**config.mk**
```make
export PLATFORM = sky130hd
export DESIGN_NAME = prng_xorshift_stream
export DESIGN_NICKNAME = d
export VERILOG_FILES = /design/src/rtl/prng_xorshift_stream.sv
export SDC_FILE = /design/constraint.sdc
export NUM_CORES = 1
export LEC_CHECK = 0
export CORE_ASPECT_RATIO = 1.75
export CORE_MARGIN = 5
export CORE_UTILIZATION = 45
export CTS_CLUSTER_SIZE = 24
export DETAILED_ROUTE_END_ITERATION = 10
export PLACE_DENSITY = 0.79
export SLEW_MARGIN = 30
export SYNTH_ARGS = -nofsm -noshare
export SYNTH_HDL_FRONTEND = slang
export SYNTH_SLANG_ARGS = --single-unit
```
**constraint.sdc**
```tcl
create_clock -name clk -period 1.72 [get_ports clk]
set_input_delay 0.516 -clock clk [delete_from_list [all_inputs] [get_ports clk]]
set_output_delay 0.516 -clock clk [all_outputs]
set_load 0.05 [all_outputs]
```
**src/rtl/prng_xorshift_stream.sv**
```systemverilog
// -----------------------------------------------------------------------------
// prng_xorshift_stream
//
// Parametrised xorshift pseudo-random generator. Each step produces one WIDTH-bit
// word and offers it on a valid/ready output stream. It supports:
//   - seed loading, where a zero seed is replaced by SEED_DEFAULT
//   - a warm-up phase that discards WARMUP steps after every seed
//   - backpressure, so no word is skipped or lost while the consumer stalls
//   - a counter of accepted words
//
// Step function:
//   next(x): t = x ^ (x << SH_A); t = t ^ (t >> SH_B); t = t ^ (t << SH_C)
//   Every shift result is truncated to WIDTH bits.
//
// Ports:
//   clk        in   1      clock, rising edge
//   rst_n      in   1      asynchronous active-low reset
//   en         in   1      step enable; low pauses generation
//   seed_load  in   1      one-cycle strobe that loads seed_data (top priority)
//   seed_data  in   WIDTH  seed value; zero selects SEED_DEFAULT
//   rnd_data   out  WIDTH  registered output word
//   rnd_valid  out  1      rnd_data holds an unconsumed word
//   rnd_ready  in   1      consumer accepts the word when rnd_valid && rnd_ready
//   busy       out  1      high exactly while the FSM is in WARM
//   word_cnt   out  CNT_W  number of accepted words; wraps; cleared on seed
//   fsm_state  out  2      current FSM state (0 = IDLE, 1 = WARM, 2 = RUN)
//
// Handshake:
//   A word transfers on a rising edge where rnd_valid && rnd_ready. Once
//   rnd_valid is high, rnd_data and rnd_valid stay unchanged until the word
//   transfers or a seed load drops it. rnd_valid never depends
//   combinationally on rnd_ready.
// -----------------------------------------------------------------------------
module prng_xorshift_stream #(
    parameter int                WIDTH        = 8,
    parameter int                SH_A         = 3,
    parameter int                SH_B         = 5,
    parameter int                SH_C         = 4,
    parameter logic [WIDTH-1:0]  SEED_DEFAULT = {{(WIDTH-1){1'b0}}, 1'b1},
    parameter int                WARMUP       = 2,
    parameter int                CNT_W        = 16
) (
    input  logic             clk,
    input  logic             rst_n,
    input  logic             en,
    input  logic             seed_load,
    input  logic [WIDTH-1:0] seed_data,
    output logic [WIDTH-1:0] rnd_data,
    output logic             rnd_valid,
    input  logic             rnd_ready,
    output logic             busy,
    output logic [CNT_W-1:0] word_cnt,
    output logic [1:0]       fsm_state
);

    typedef enum logic [1:0] {
        S_IDLE = 2'd0,
        S_WARM = 2'd1,
        S_RUN  = 2'd2
    } state_t;

    // The warm-up counter only counts 0 .. WARMUP-1. Keep it at least one bit
    // wide so that WARMUP of 0 or 1 still elaborates cleanly.
    localparam int             WCW       = (WARMUP > 1) ? $clog2(WARMUP) : 1;
    localparam logic [WCW-1:0] WARM_LAST = WCW'((WARMUP > 0) ? (WARMUP - 1) : 0);

    // After a seed, the FSM either warms up or starts producing immediately.
    localparam state_t SEED_TARGET = (WARMUP == 0) ? S_RUN : S_WARM;

    function automatic logic [WIDTH-1:0] xs_next(input logic [WIDTH-1:0] x);
        logic [WIDTH-1:0] t;
        t = x ^ (x << SH_A);
        t = t ^ (t >> SH_B);
        t = t ^ (t << SH_C);
        return t;
    endfunction

    // Registered state
    state_t           fsm_q,   fsm_d;
    logic [WIDTH-1:0] state_q, state_d;
    logic [WIDTH-1:0] data_q,  data_d;
    logic             valid_q, valid_d;
    logic [CNT_W-1:0] wcnt_q,  wcnt_d;
    logic [WCW-1:0]   cnt_q,   cnt_d;

    // Combinational helpers
    logic [WIDTH-1:0] seed_val;
    logic [WIDTH-1:0] stepped;
    logic             accept;
    logic             run_step;

    // -------------------------------------------------------------------------
    // FSM state register
    // -------------------------------------------------------------------------
    always_ff @(posedge clk or negedge rst_n) begin
        if (!rst_n) begin
            fsm_q <= S_IDLE;
        end else begin
            fsm_q <= fsm_d;
        end
    end

    // -------------------------------------------------------------------------
    // Datapath registers
    // -------------------------------------------------------------------------
    always_ff @(posedge clk or negedge rst_n) begin
        if (!rst_n) begin
            state_q <= '0;
            data_q  <= '0;
            valid_q <= 1'b0;
            wcnt_q  <= '0;
            cnt_q   <= '0;
        end else begin
            state_q <= state_d;
            data_q  <= data_d;
            valid_q <= valid_d;
            wcnt_q  <= wcnt_d;
            cnt_q   <= cnt_d;
        end
    end

    // -------------------------------------------------------------------------
    // Next-state and next-datapath logic
    // -------------------------------------------------------------------------
    always_comb begin
        fsm_d    = fsm_q;
        state_d  = state_q;
        data_d   = data_q;
        valid_d  = valid_q;
        wcnt_d   = wcnt_q;
        cnt_d    = cnt_q;

        seed_val = (seed_data == '0) ? SEED_DEFAULT : seed_data;
        stepped  = xs_next(state_q);
        accept   = valid_q && rnd_ready;
        // Only step when the output register is free or is draining this
        // cycle. This keeps a stalled word and the generator state together.
        run_step = en && (!valid_q || rnd_ready);

        if (seed_load) begin
            // Seeding overrides everything, including a word in mid-handshake.
            // The pending word is dropped. rnd_data keeps its old value but is
            // no longer valid.
            state_d = seed_val;
            valid_d = 1'b0;
            wcnt_d  = '0;
            cnt_d   = '0;
            fsm_d   = SEED_TARGET;
        end else begin
            unique case (fsm_q)
                S_IDLE: begin
                    if (en) begin
                        // Auto-start: seed with the default value.
                        state_d = SEED_DEFAULT;
                        cnt_d   = '0;
                        fsm_d   = SEED_TARGET;
                    end
                end

                S_WARM: begin
                    if (en) begin
                        state_d = stepped;
                        if (cnt_q == WARM_LAST) begin
                            fsm_d = S_RUN;
                        end else begin
                            cnt_d = cnt_q + 1'b1;
                        end
                    end
                end

                S_RUN: begin
                    if (accept) begin
                        wcnt_d = wcnt_q + 1'b1;
                    end
                    if (run_step) begin
                        state_d = stepped;
                        data_d  = stepped;
                        valid_d = 1'b1;
                    end else if (accept) begin
                        // Word consumed while paused: nothing replaces it.
                        valid_d = 1'b0;
                    end
                end

                default: begin
                    fsm_d = S_IDLE;
                end
            endcase
        end
    end

    // -------------------------------------------------------------------------
    // Outputs
    // -------------------------------------------------------------------------
    assign rnd_data  = data_q;
    assign rnd_valid = valid_q;
    assign word_cnt  = wcnt_q;
    assign busy      = (fsm_q == S_WARM);
    assign fsm_state = fsm_q;

endmodule

```
======== Yosys cells after proc, flatten, opt, wreduce, memory -nomap -nowiden ========
Cells that the tools add are included.
cells by class
  $add $sub $neg .......................... 2
  reductions and logical operators ........ 17
  bitwise operators ....................... 4
  eq/ne operators ......................... 7
  muxes and demuxes ....................... 23
operator list
  operator                 count
  $mux W16                 3
  $mux W8                  5
  $pmux W8 S3              1
  $add A16 B1 Y16 const B  1
  $xor A8 B8 Y8            2
  $ne A3 B3 Y1 const B     3
  $logic_not A8 Y1         1
  $mux W1                  8
  $mux W2                  4
  $reduce_and A4 Y1        2
  $xor A8 B3 Y8            1
  $pmux W2 S3              1
  $reduce_and A3 Y1        2
  $reduce_bool A3 Y1       2
  $reduce_and A2 Y1        2
  $reduce_bool A2 Y1       2
  $reduce_bool A4 Y1       1
  $ne A3 B2 Y1 const B     1
  $eq A2 B1 Y1 const B     1
  $eq A2 B2 Y1 const B     1
  $logic_and A1 B1 Y1      2
  $logic_not A2 Y1         1
  $ne A2 B2 Y1 const B     1
  $pmux W1 S2              1
  other kinds (4)          4
word-level totals
  bits of input ports ..................... 13
  output and inout port bits .............. 28
  bits in registers ....................... 36

======== Longest topological paths before layout ========
  word-level depth ........................ 6
  depth in mapped cells ................... 8
  depth with buffers taken out ............ 7

======== Worst setup path before layout ========
No wires, ideal clock.
  path type ............................... register to register
  start ................................... register fsm_q[1] (netlist: fsm_state[1])
  end ..................................... register state_q[3]
  data required time ...................... 1.637 ns
  setup slack ............................. -0.430 ns
  arrival time ............................ 2.067 ns
  cell stages (with the launch flop) ...... 9
  path buffers ............................ 1
  library setup time ...................... 0.083 ns
  cell sequence ........................... dfrtp_1 -> inv_1 -> ha_1 -> nor3_1 -> nor2_1 -> a21oi_1 -> clkbuf_1 -> o21ai_0 -> o21ai_0
between the ends
  cells in the longest elaborated chain, start to end .. 3
  elaborated cells between the ends (all ways) .. 10
RTL lines
  what                                                           line  source
  start: declaration                                             79    state_t fsm_q, fsm_d;
  start signal: assignment                                       99    fsm_q <= fsm_d;
  $eq A2 B1 Y1 (*)                                               n/a
  via busy                                                       51    output logic busy,
  $ne A3 B3 Y1 (no source line) (tied with other cells)          n/a
  $reduce_and A4 Y1 (no source line) or $mux W8 (tied branches)  n/a
  end signal: assignment                                         114   state_q <= state_d;
  end: declaration                                               80    logic [WIDTH-1:0] state_q, state_d;
The timed path passes the listed nets; every way through them passes the cells marked *.
A chain may end at the register's enable or synchronous reset.

======== Final worst setup path ========
  start ................................... register fsm_q[0] (netlist: fsm_state[0])
  end ..................................... output port busy
between the ends
  cells in the longest elaborated chain, start to end .. 1
RTL lines
  what              line  source
  $eq A2 B1 Y1      198   assign busy = (fsm_q == S_WARM);
  end: declaration  51
Every way passes these cells.

==> flow_metrics.tcl <==
set metrics [dict create \
    path_delay_family "flip-flops" \
    failed_checks "setup timing" \
    io_buffers 40 \
    final_antenna_net_count 0 \
    startpoint_type "flip-flop" \
    vias 1782 \
    fin_skew_ns 0.00529 \
    drt-total-wl_um 5970 \
    drt_pass1_iterations 4 \
    dp_hpwl_um 4110 \
    io_pins 41 \
    synth-seq-cells 36 \
    remaining_drc_errors 0 \
    grt_overflow 0 \
    die_h_um 95.8 \
    cts-root-buf "clkbuf_8" \
    syn_area_um2 1890 \
    drive_above_1_share_pct 40.9 \
    setup_violations 7 \
    outcome "complete, but fails checks" \
    syn_to_final_growth_pct 69.2 \
    synth_fp_nets 210 \
    syn_inst 192 \
    drv_cap 0 \
    die_w_um 59.0 \
    first_iter_violations 65 \
    final_common_cell "dfrtp_1" \
    max_freq_ghz 0.541 \
    worst_slack_ns -0.127 \
    synth.avg_cell_area_um2 9.86 \
    cp_max_fo 3 \
    num_rows 31 \
    hold_viol 0 \
    htreeDepth 2 \
    crit_chain "buf_6 -> ha_4 -> buf_6 -> buf_12" \
    rr_startpoint "fsm_state[0]" \
    grt_pass1_vias 1811 \
    cp.buffers_inverters 3 \
    ys_warn_count 0 \
    clock-sinks 36 \
    cts_buffers 5 \
    cts_tree "done" \
    cp.required_ns 1.20 \
    wire_per_inst_um 18.8 \
    vias_per_cell 5.60 \
    cp_common_cell "buf_6" \
    worst_pin_slew_ns 0.369 \
    synth_edf_count 0 \
    leakage_nw 1.40 \
    routabilityCongestion 0.912 \
    worst_hold_slack_ns 0.527 \
    clk_latency_ns 0.29 \
    pre_cts_ws_ns -0.567 \
    report.final.slew_viol_count 0 \
    clk_pin_slew_worst_paths_ns 0.07 \
    slowest_stage "dfrtp_4" \
    path_class "flip-flop to output pin" \
    grt_max_degree 37 \
    start_util_pct 46.0 \
    core_um2 4110 \
    total_power_mw 4.61 \
    ys_async_sr_fraction_pct 100 \
    nets 286 \
    slew_headroom_pct 75.2 \
    synthFlopType "dfrtp_1" \
    hold_class "flip-flop to flip-flop" \
    grt_usage_pct 21.2 \
    ys_types 43 \
    yosysSeqAreaShare_pct 47.6 \
    antenna_found_initial 0 \
    grt_pass1_wl_um 8960 \
    fin_tns_setup_ns -0.435 \
    endpoint_kind "output pin" \
    rsz0062_at_grt "yes" \
    cp.arrival_ns 1.33 \
    diodes 0 \
    mostFrequentLayoutCells "31 x dfrtp_1, 29 x buf_12, 27 x buf_4, 17 x nor2_1, 15 x nand2_1" \
    worst_path_largest_cell_delay_ns 0.50 \
    hp-start "state_q[7]" \
    fin_crit_sh_pct 107 \
    vdd_drop_max_uv 1220 \
    min_period_ns 1.85 \
    power.density_nw_per_um2 1440 \
    fp.dieArea_um2 5660 \
    crit_start "fsm_state[0]" \
    clockBufferDepth 2 \
]
-- state kept, by name, summed over array words and instances (netlist names) --
signal	count
cnt_q	1
word_cnt	16
rnd_valid	1
rnd_data	8
fsm_state	2
state_q	8
-- area by class of cell --
type | count | area (um^2)
flip-flops and latches | 36 | 910
multi-input cells | 142 | 1130
fillers | 225 | 908
repair buffers | 76 | 990
inverters | 7 | 28.8
clock buffers | 5 | 68.8
well taps | 49 | 61.3
clock inverters | 3 | 18.8
-- cells by family after synthesis --
group | count (synthesis) | synth area share (%)
buffers and inverters | 14 | 3.30
adders and majority gates | 5 | 3.30
DFF | 36 | 47.6
xor gates and xnor gates | 27 | 13.2
and+or+nand+nor | 70 | 18.3
muxes | 4 | 2.25
AOI/OAI and AO/OA | 36 | 12.0
-- where the power goes --
part	internal [mW]	switching, mW	leakage, nW
combinational	1.35	1.42	0.876
sequential	1.02	0.213	0.473
clock	0.282	0.325	0.0479
total	2.65	1.96	1.40
-- final timing paths --
kind | endpoint | slack (ns) | cells after the start
worst max-delay path | busy | -0.13 | 4
worst min register to register | state_q[7] | 0.53 | 2
max in group asynchronous | fsm_state[0] | 0.92 | 2
min in group asynchronous | word_cnt[2] | 0.58 | 2
worst min-delay path | state_q[7] | 0.53 | 2
worst max register to register | word_cnt[7] | -0.11 | 8
-- layer usage --
metal / global-route usage (%) / wire length (um) / vias to the layer above
met1: 21.6 / 2000 / 894
met5: 0 / 0 / -
met4: 12.1 / 167 / 0
met2: 38.9 / 3500 / 59
met3: 4.30 / 304 / 13
li1: - / - / 816
-- through the flow --
step / util [%] / area [um^2] / instances
2_1_floorplan: - / 1970 / 192
3_3_place_gp: 70.3 / 2890 / 303
3_5_place_dp: 70.3 / 2890 / 303
4_1_cts: 75.0 / 3080 / 316
5_1_grt: 77.9 / 3200 / 318
6_report: 77.9 / 3200 / 318
-- worst min-delay path, cell delays in order, from the launching register on --
cell and delay, ns:
dfrtp_1 0.36, nand2_1 0.06, o21ai_0 0.07
-- Yosys cell counts, types with 2 or more instances --
cell,count,area (um^2)
a211oi_1,2,15.0
a21oi_1,5,25.0
a22oi_1,2,15.0
a2bb2oi_1,2,17.5
a31oi_1,3,18.8
and2_1,2,12.5
and3_1,3,18.8
and4_1,2,17.5
buf_2,2,10.0
clkbuf_1,3,11.3
dfrtp_1,36,901
ha_1,5,62.6
inv_1,7,26.3
mux2_2,2,22.5
mux2i_1,2,20.0
nand2_1,22,82.6
nand3_1,5,25.0
nand4_1,4,25.0
nor2_1,19,71.3
nor2b_1,3,18.8
nor3_1,2,10.0
o21ai_0,11,55.1
o21ai_1,3,15.0
o22ai_1,2,12.5
xnor2_1,12,105
xor2_1,14,123
-- repair_timing --
action,4_1_cts,5_1_grt
pin swaps,6,7
buffers inserted,4,1
resized for setup,22,26
endpoints found under the setup margin,23,22
gates cloned,1,1
hold endpoints to repair,0,0
hold buffers,0,0
No activity file was read; power rests on OpenSTA's default activity.
